`config.mk`:
```
export PLATFORM = sky130hd
export DESIGN_NAME = control_unit
export DESIGN_NICKNAME = d
export VERILOG_FILES = /design/src/rtl/control_unit_pkg.sv /design/src/rtl/control_unit_decoder.sv /design/src/rtl/control_unit.sv
export SDC_FILE = /design/constraint.sdc
export NUM_CORES = 1
export LEC_CHECK = 0
export ABC_AREA = 1
export CAP_MARGIN = 20
export CORE_UTILIZATION = 40
export CTS_BUF_LIST = sky130_fd_sc_hd__clkbuf_16
export DETAILED_ROUTE_END_ITERATION = 16
export PLACE_DENSITY = 0.64
export SLEW_MARGIN = 40
export SYNTH_ARGS = -nofsm -noshare
export SYNTH_HDL_FRONTEND = slang
export SYNTH_SLANG_ARGS = --single-unit
```
`constraint.sdc`:
```
create_clock -name clock -period 5.55 [get_ports clock]
set_clock_uncertainty 0.1 [all_clocks]
set_input_delay 1.11 -clock clock [delete_from_list [all_inputs] [get_ports clock]]
set_output_delay 1.11 -clock clock [all_outputs]
set_load 0.01 [all_outputs]
```
`src/rtl/control_unit_pkg.sv`:
```
// Shared definitions for the multicycle LEGv8-subset controller: ALU function
// codes, opcodes, control-word bit positions, status flag indices and state types.
package control_unit_pkg;

  localparam int CW_WIDTH = 25;

  localparam logic [4:0] FS_AND = 5'b00000;
  localparam logic [4:0] FS_OR  = 5'b00100;
  localparam logic [4:0] FS_ADD = 5'b01000;
  localparam logic [4:0] FS_SUB = 5'b01010;

  localparam logic [10:0] OP_ADD  = 11'b10001011000;
  localparam logic [10:0] OP_SUB  = 11'b11001011000;
  localparam logic [10:0] OP_AND  = 11'b10001010000;
  localparam logic [10:0] OP_ORR  = 11'b10101010000;
  localparam logic [10:0] OP_LDUR = 11'b11111000010;
  localparam logic [9:0]  OP_ADDI = 10'b1001000100;
  localparam logic [9:0]  OP_SUBI = 10'b1101000100;
  localparam logic [7:0]  OP_CBZ  = 8'b10110100;
  localparam logic [5:0]  OP_B    = 6'b000101;

  localparam int CW_ALU_EN      = 24;
  localparam int CW_B_SEL       = 23;
  localparam int CW_FS_LSB      = 18;
  localparam int CW_SEL_A_LSB   = 13;
  localparam int CW_SEL_B_LSB   = 8;
  localparam int CW_WR_ADDR_LSB = 3;
  localparam int CW_REG_WRITE   = 2;
  localparam int CW_RAM_EN      = 1;
  localparam int CW_RAM_WRITE   = 0;

  localparam int STATUS_Z = 0;
  localparam int STATUS_N = 1;
  localparam int STATUS_C = 2;
  localparam int STATUS_V = 3;

  typedef enum logic [1:0] {
    ST_FETCH   = 2'd0,
    ST_DECODE  = 2'd1,
    ST_EXECUTE = 2'd2,
    ST_HALT    = 2'd3
  } state_t;

  typedef enum logic [1:0] {
    BR_NONE   = 2'd0,
    BR_UNCOND = 2'd1,
    BR_CBZ    = 2'd2
  } branch_kind_t;

  // ram_write is left at 0: the datapath has no store path.
  function automatic logic [CW_WIDTH-1:0] pack_cw(
    input logic       alu_en,
    input logic       b_sel,
    input logic [4:0] fs,
    input logic [4:0] sel_a,
    input logic [4:0] sel_b,
    input logic [4:0] wr_addr,
    input logic       reg_write,
    input logic       ram_en
  );
    logic [CW_WIDTH-1:0] cw;
    cw = '0;
    cw[CW_ALU_EN]                = alu_en;
    cw[CW_B_SEL]                 = b_sel;
    cw[CW_FS_LSB +: 5]           = fs;
    cw[CW_SEL_A_LSB +: 5]        = sel_a;
    cw[CW_SEL_B_LSB +: 5]        = sel_b;
    cw[CW_WR_ADDR_LSB +: 5]      = wr_addr;
    cw[CW_REG_WRITE]             = reg_write;
    cw[CW_RAM_EN]                = ram_en;
    cw[CW_RAM_WRITE]             = 1'b0;
    return cw;
  endfunction

endpackage

```
`src/rtl/control_unit_decoder.sv`:
```
// Combinational decode of a latched instruction into control word, immediate
// and branch information; unmatched encodings are flagged illegal.
module instruction_decoder
  import control_unit_pkg::*;
(
  input  logic [31:0]         ir,
  output logic [CW_WIDTH-1:0] controlword,
  output logic [63:0]         immediate,
  output branch_kind_t        branch_kind,
  output logic [63:0]         branch_offset,
  output logic                illegal
);

  logic [4:0] rd;
  logic [4:0] rn;
  logic [4:0] rm;

  assign rd = ir[4:0];
  assign rn = ir[9:5];
  assign rm = ir[20:16];

  // Longest opcode fields are tested first so shorter ones cannot alias them.
  always_comb begin
    controlword   = '0;
    immediate     = '0;
    branch_kind   = BR_NONE;
    branch_offset = '0;
    illegal       = 1'b0;
    if (ir[31:21] == OP_ADD) begin
      controlword = pack_cw(1'b1, 1'b0, FS_ADD, rn, rm, rd, 1'b1, 1'b0);
    end else if (ir[31:21] == OP_SUB) begin
      controlword = pack_cw(1'b1, 1'b0, FS_SUB, rn, rm, rd, 1'b1, 1'b0);
    end else if (ir[31:21] == OP_AND) begin
      controlword = pack_cw(1'b1, 1'b0, FS_AND, rn, rm, rd, 1'b1, 1'b0);
    end else if (ir[31:21] == OP_ORR) begin
      controlword = pack_cw(1'b1, 1'b0, FS_OR, rn, rm, rd, 1'b1, 1'b0);
    end else if (ir[31:21] == OP_LDUR) begin
      controlword = pack_cw(1'b0, 1'b1, FS_ADD, rn, 5'd0, rd, 1'b1, 1'b1);
      immediate   = {{55{ir[20]}}, ir[20:12]};
    end else if (ir[31:22] == OP_ADDI) begin
      controlword = pack_cw(1'b1, 1'b1, FS_ADD, rn, 5'd0, rd, 1'b1, 1'b0);
      immediate   = {52'd0, ir[21:10]};
    end else if (ir[31:22] == OP_SUBI) begin
      controlword = pack_cw(1'b1, 1'b1, FS_SUB, rn, 5'd0, rd, 1'b1, 1'b0);
      immediate   = {52'd0, ir[21:10]};
    end else if (ir[31:24] == OP_CBZ) begin
      // Rt is routed through the ALU so the Z flag reflects Rt == 0.
      controlword   = pack_cw(1'b0, 1'b1, FS_ADD, rd, 5'd0, 5'd0, 1'b0, 1'b0);
      branch_kind   = BR_CBZ;
      branch_offset = {{43{ir[23]}}, ir[23:5], 2'b00};
    end else if (ir[31:26] == OP_B) begin
      branch_kind   = BR_UNCOND;
      branch_offset = {{36{ir[25]}}, ir[25:0], 2'b00};
    end else begin
      illegal = 1'b1;
    end
  end

endmodule

```
`src/rtl/control_unit.sv`:
```
// Multicycle FETCH/DECODE/EXECUTE controller: owns pc, ir and the halt flag and
// presents the decoded control word and immediate only during EXECUTE.
module control_unit
  import control_unit_pkg::*;
#(
  parameter int                  PC_WIDTH = 64,
  parameter logic [PC_WIDTH-1:0] RESET_PC = '0
) (
  input  logic                clock,
  input  logic                reset,
  input  logic [31:0]         instruction,
  input  logic [3:0]          status,
  output logic [PC_WIDTH-1:0] instr_address,
  output logic [CW_WIDTH-1:0] controlword,
  output logic [63:0]         immediate,
  output logic                halted
);

  state_t              state;
  logic [PC_WIDTH-1:0] pc;
  logic [PC_WIDTH-1:0] pc_next;
  logic [31:0]         ir;

  logic [CW_WIDTH-1:0] dec_cw;
  logic [63:0]         dec_imm;
  branch_kind_t        dec_branch_kind;
  logic [63:0]         dec_offset;
  logic                dec_illegal;
  logic                unused_flags;

  instruction_decoder u_decoder (
    .ir            (ir),
    .controlword   (dec_cw),
    .immediate     (dec_imm),
    .branch_kind   (dec_branch_kind),
    .branch_offset (dec_offset),
    .illegal       (dec_illegal)
  );

  assign instr_address = pc;
  assign unused_flags  = ^status[3:1];

  // Gated by the state register, so an async reset clears these immediately.
  assign controlword = (state == ST_EXECUTE) ? dec_cw  : '0;
  assign immediate   = (state == ST_EXECUTE) ? dec_imm : '0;

  always_comb begin
    pc_next = pc + PC_WIDTH'(4);
    if (dec_branch_kind == BR_UNCOND ||
        (dec_branch_kind == BR_CBZ && status[STATUS_Z])) begin
      pc_next = pc + dec_offset[PC_WIDTH-1:0];
    end
  end

  always_ff @(posedge clock or negedge reset) begin
    if (!reset) begin
      state  <= ST_FETCH;
      pc     <= RESET_PC;
      ir     <= '0;
      halted <= 1'b0;
    end else begin
      case (state)
        ST_FETCH: state <= ST_DECODE;
        ST_DECODE: begin
          ir    <= instruction;
          state <= ST_EXECUTE;
        end
        ST_EXECUTE: begin
          if (dec_illegal) begin
            state  <= ST_HALT;
            halted <= 1'b1;
          end else begin
            pc    <= pc_next;
            state <= ST_FETCH;
          end
        end
        ST_HALT: state <= ST_HALT;
      endcase
    end
  end

endmodule
```
After elaboration in Yosys (flattened, before gate mapping)
Cells that the tools add are included.
{"block": "word_totals", "out_inout_bits": 154, "ff_bits": 99, "word_cells": 73}
{"block": "classes", "mux": 47, "n_eq_ne": 14, "reduce_logical": 5, "bitwise": 1, "n_addsub": 2}
{"op": "2-to-1 mux 64 bit", "count": 17}
{"op": "2-to-1 mux 25 bit", "count": 8}
{"op": "adder 64 x 3 -> 64 bit, second input constant", "count": 1}
{"op": "adder 64 bit", "count": 1}
{"op": "equality test 11 bit, second input constant", "count": 5}
{"op": "2-to-1 mux 24 bit", "count": 1}
{"op": "equality test 10 bit, second input constant", "count": 2}
{"op": "2-to-1 mux 2 bit", "count": 9}
{"op": "2-to-1 mux 12 bit", "count": 1}
{"op": "2-to-1 mux 1 bit", "count": 10}
{"op": "equality test 8 bit, second input constant", "count": 1}
{"op": "case mux 2 bit (4 select lines)", "count": 1}
{"op": "equality test 2 bit, second input constant", "count": 3}
{"op": "equality test 6 x 3 -> 1 bit, second input constant", "count": 1}
{"op": "equality test 2 x 1 -> 1 bit, second input constant", "count": 2}
{"op": "AND reduction 2 bit", "count": 2}
{"op": "zero test 2 bit", "count": 1}
{"op": "logical AND 1 bit", "count": 1}
{"op": "logical OR 1 bit", "count": 1}
{"op": "inverter 1 bit", "count": 1}

Longest topological paths before layout
{"block": "logic_depth", "word_depth": 14, "depth_mapped": 24}

Modules after synthesis
From an unflattened synthesis, not the netlist that was laid out.
{"block": "unflattened", "cells_unflattened": 2477, "hier_area_um2": 13835.8}
{"module": "control_unit", "seq_area_each_um2": 2477.4, "instances": 1, "cells_each": 2215, "area_each_um2": 12331.8}
{"module": "instruction_decoder", "seq_area_each_um2": 0.0, "instances": 1, "cells_each": 262, "area_each_um2": 1503.9}

Least setup slack after synthesis
Ideal clock, no wire load.
{"block": "synth_path", "path_kind": "register -> output", "startpoint": "register ir[24]", "endpoint": "output immediate[13]", "path_stages_with_launch": 12, "arrival_ns": 3.358, "required_ns": 4.340, "setup_slack_ns": 0.982, "cell_sequence": "dfrtp_1 inv_2 nor2_1 nand3_1 nor3_4 a21oi_4 nand2_1 inv_1 nand2_1 buf_2 nor2_1 buf_4"}
{"block": "synth_via", "elab_chain_len": 7, "elab_cells_between_ends": 11}
{"element": "start, declared", "line": "control_unit.sv:22", "source": "logic [31:0] ir;"}
{"element": "start signal, assigned", "line": "control_unit.sv:65", "source": "ir <= instruction;"}
{"element": "equality test 11 bit", "line": "control_unit_decoder.sv:37", "source": "end else if (ir[31:21] == OP_LDUR) begin"}
{"element": "2-to-1 mux 64 bit", "line": "control_unit_decoder.sv:37"}
{"element": "2-to-1 mux 64 bit", "line": "control_unit_decoder.sv:35", "source": "end else if (ir[31:21] == OP_ORR) begin"}
{"element": "2-to-1 mux 64 bit", "line": "control_unit_decoder.sv:33", "source": "end else if (ir[31:21] == OP_AND) begin"}
{"element": "2-to-1 mux 64 bit", "line": "control_unit_decoder.sv:31", "source": "end else if (ir[31:21] == OP_SUB) begin"}
{"element": "2-to-1 mux 64 bit (*)", "line": "control_unit_decoder.sv:29", "source": "if (ir[31:21] == OP_ADD) begin"}
{"element": "2-to-1 mux 64 bit (*)", "line": "control_unit.sv:45", "source": "assign immediate = (state == ST_EXECUTE) ? dec_imm : '0;"}
{"element": "end, declared", "line": "control_unit.sv:15", "source": "output logic [63:0] immediate,"}
Every way passes the cells marked *; elsewhere a longest branch is shown, timed or not.

Final worst setup path
{"block": "layout_path", "startpoint": "register ir[30]", "endpoint": "register pc[58] (netlist: instr_address[58])"}
{"block": "layout_via", "elab_chain_len": 14, "elab_cells_between_ends": 44}
{"element": "parallel branches: the longest is 14 deep, another holds adder 64 bit"}
{"element": "end signal, assigned", "line": "control_unit.sv:73", "source": "pc <= pc_next;"}
{"element": "end, declared", "line": "control_unit.sv:20", "source": "logic [PC_WIDTH-1:0] pc;"}
Several ways; the timed one is not identified.
A chain may end at the register's enable or synchronous reset.

==> results by group <==
Placement
  • Routability cong.: 0.9731
  • Post-detail-place hpwl: 29350 um
  • Port bufs: 183

CTS
  • CTS sink cnt: 97
  • Clk Latency, worst-skew pair: 0.38 ns
  • # resized after CTS: 0
  • Post-cts hold buffer count: 0
  • H-Tree Depth: 3
  • Maximum buffer depth of the clock tree: 2
  • Post-CTS setup buffers: 0
  • Clock edge transition at the registers on the reported setup and hold paths: 0.09 ns
  • Clock Root Buffer: clkbuf_16
  • Inserted Clock Buffers: 9
  • CTS tree: built

Drt
  • Routed WL: 36000 um
  • Antenna-violating nets left: 0
  • Met3 wire length: 2770 um
  • Vias/cell: 4.992
  • Met1 wire length: 17510 um
  • Detailed-route DRC error count: 0
  • Via count: 11200
  • Initial detailed-routing violation count: 932
  • WL/cell: 16.04 um
  • Top sig layer: met5
  • WL met2: 15210 um
  • DRT Pass-1 Iters: 6

Logic synthesis
  • Primary FF master, synth: dfrtp_1
  • Yosys reg bits: 97
  • Post-synthesis sequential area ratio: 0.2330
  • Mux share of post-synthesis cell area: 0.001081
  • Leading area contributor after synthesis: nand2_1
  • Synth Warn #: 0
  • Syn Std Cell Area: 10420 um^2
  • Post-Synth XOR/XNOR Area: 0.02522
  • Largest family of logic cells by synthesized area: simple AND/OR/NAND/NOR gates
  • Number of synthesized flops with an enable pin: 0
  • Yosys top cell area share: 0.2414
  • Synth Area in Compound Gates: 0.1025
  • Synth Area per Inst: 5.836 um^2
  • Area share of and/or/nand/nor cells after synthesis: 0.3854
  • Post-Synth Adder-Cell Area: 0.07519
  • Number of distinct library cells after synthesis: 44
  • Largest cells by area after synthesis: nand2_1 (24%), dfrtp_1 (23%), inv_1 (12%), ha_1 (7.3%), nor2_1 (5.7%)
  • Cells after synthesis: 1785
  • Post-synth ARST share: 1.000

Finish
  • Share of cells above drive strength 1: 0.03293
  • Seq. cell area: 2427 um^2
  • Nets: 2008
  • Area taken by multi-input logic gates: 6173 um^2
  • Area grow syn2layout: 19.82%
  • Commonest non-fill, non-tap cell in the layout: nand2_1
  • Fillcell total: 2764
  • Most frequent cells in the layout: nand2_1 (670), inv_1 (323), clkdlybuf4s50_1 (182)

Global route
  • First-pass GRT wire length: 55640 um
  • GRT Resource Usage Total: 0.2730
  • Congestion Overflow GR: 0
  • Pin count of the biggest net entering global routing: 58
  • Vias in the first global route: 10240
  • Initial antenna violation count: 2

Worst setup path
  • Startpoint types: register
  • CP arrival: 4.70 ns
  • Crit Path Max Fanout: 22
  • Worst reg2reg path depth: 18
  • Worst EP required: 5.70 ns
  • Crit-path max cell delay: 0.58 ns
  • R2R setup slack: 1.01 ns
  • Worst reg2reg endpoint: instr_address[58]
  • Cell Chain, Critical Path: inv_2 > nand2_1 > nor2_1 > nand2_2 > inv_1 > o21ai_0 > a211oi_1 > ha_1 > nand2_1 > nand3_1 > nand2_1 > nand2_1 > nand2_1 > nand3_1 > nand3_1 > nand3_1 > nand3_1 > nand2_1
  • Slowest CP cell: inv_1
  • Worst setup path class: reg -> reg
  • Reg2reg start: ir[30]
  • Crit path top cell by count: nand2_1
  • Crit end category: register

STA
  • Setup tns final: 0 ns
  • Final setup violation count: 0
  • Hold slack: 0.4219 ns
  • Final Hold Vio Count: 0
  • Final Max Tran Viols: 0
  • RSZ-0062 raised after global routing: no
  • Pin slew with the least headroom to its limit: 0.7612 ns
  • Slew HR: 0.4918
  • Peak Freq: 0.2201 GHz
  • Fin crit share: 0.8186
  • Minimum clock period: 4.543 ns

Power and ir drop
  • P_leak: 0.006900 uW
  • Peak supply drop: 0.0001196 V
  • Pwr dens: 164.7 nW/um^2

Floorplan
  • Ports: 192
  • Chip width: 163.4 um
  • Core Area: 25400 um^2
  • Die footprint: 26690 um^2
  • Chip height: 163.4 um
  • Initial core utilization: 0.4101
  • Row count: 58

Hold path
  • Worst Hold Class: reg -> reg
  • Hold path startpoint: instr_address[42]
  • WHS Endpoint: instr_address[42]
  • Hold Path Depth: 2

Outcome
  • Status: finished clean

Run
  • Maxcap violations: 0
==> metrics by stage <==
step | total power (uW) | setup slack, ns | cells | util | area [um^2]
after floorplan | 1152 | 0.9821 | 1789 | - | 10430
after global placement | 1358 | 0.8661 | 2226 | 0.4780 | 12140
after detailed placement | 1362 | 0.8109 | 2226 | 0.4780 | 12140
after CTS | 2065 | 0.8865 | 2242 | 0.4906 | 12460
after global routing | 2177 | 0.6592 | 2243 | 0.4913 | 12480
final | 2056 | 1.007 | 2244 | 0.4914 | 12480
==> power by group <==
| group | leakage (uW) | internal (uW) | switching, uW | total (uW) |
|---|---|---|---|---|
| clock | 0.000154 | 330 | 370 | 700 |
| sequential | 0.000952 | 729 | 19.5 | 749 |
| combinational | 0.00579 | 196 | 411 | 607 |
==> cells in the mapped netlist (2+ instances only) <==
master    instances
dfrtp_1          97
nand2_1         670
nor4_1            2
buf_2             5
o21ai_0          69
ha_1             61
o21ai_1          20
nor3_1           19
nor3_2            2
o21bai_1          4
clkbuf_1          9
buf_4            58
o22ai_1          11
or2_2             2
a21oi_1          62
o21a_1            2
o21ai_2          12
a211oi_1          6
nand3_1          92
nand2_2           4
a21boi_0          2
inv_2            10
nor2_1          158
inv_1           323
xnor2_1          29
nand3b_1         15
and2_1            3
nand4_1          15
buf_6             8
==> cells by family after synthesis <==
kind of cell	count (synthesis)
multiplexers	1
AND/OR/NAND/NOR	987
flip-flops	97
adder cells (fa/ha/maj)	62
AO/OA/AOI/OAI	191
other	1
XOR/XNOR	30
buffers and inverters	416
==> state kept, by name (all words and copies together), names as in the netlist <==
name	count
state	2
instr_address	62
ir	32
halted	1
==> cell type report <==
| type | instances | area share |
|---|---|---|
| clock inverters | 7 | 0.007518 |
| diodes | 1 | 0.0002005 |
| inverters | 334 | 0.1004 |
| clock buffers | 9 | 0.01804 |
| multi-input cells | 1276 | 0.4946 |
| repair buffers | 190 | 0.1517 |
| flip-flops and latches | 97 | 0.1945 |
| well taps | 330 | 0.03308 |
==> how the worst max path moves through the flow <==
stage / cells past startpoint / endpoint / from / slack (ns)
floorplan: 11 / immediate[13] / ir[24] / 0.98
global placement: 16 / instr_address[58] / status[0] / 0.87
detailed placement: 16 / instr_address[58] / status[0] / 0.81
CTS: 9 / immediate[33] / ir[28] / 0.89
global route: 21 / instr_address[45] / ir[30] / 0.66
finish: 18 / instr_address[58] / ir[30] / 1.01
==> critical path: cells and delay by family, from the launching register on <==
family / cells / cell delay [ns]
DFF: 1 / 0.41
and+or+nand+nor: 13 / 2.05
AOI/OAI and AO/OA: 2 / 0.74
adders and majority gates: 1 / 0.41
buffers and inverters: 2 / 0.71
==> layer usage <==
metal,vias to the layer above,global-route usage
met2,396,0.4214
li1,5688,-
met4,2,0.05268
met1,5083,0.3975
met5,-,0
met3,32,0.04495
(Power assumes the default switching activity.)
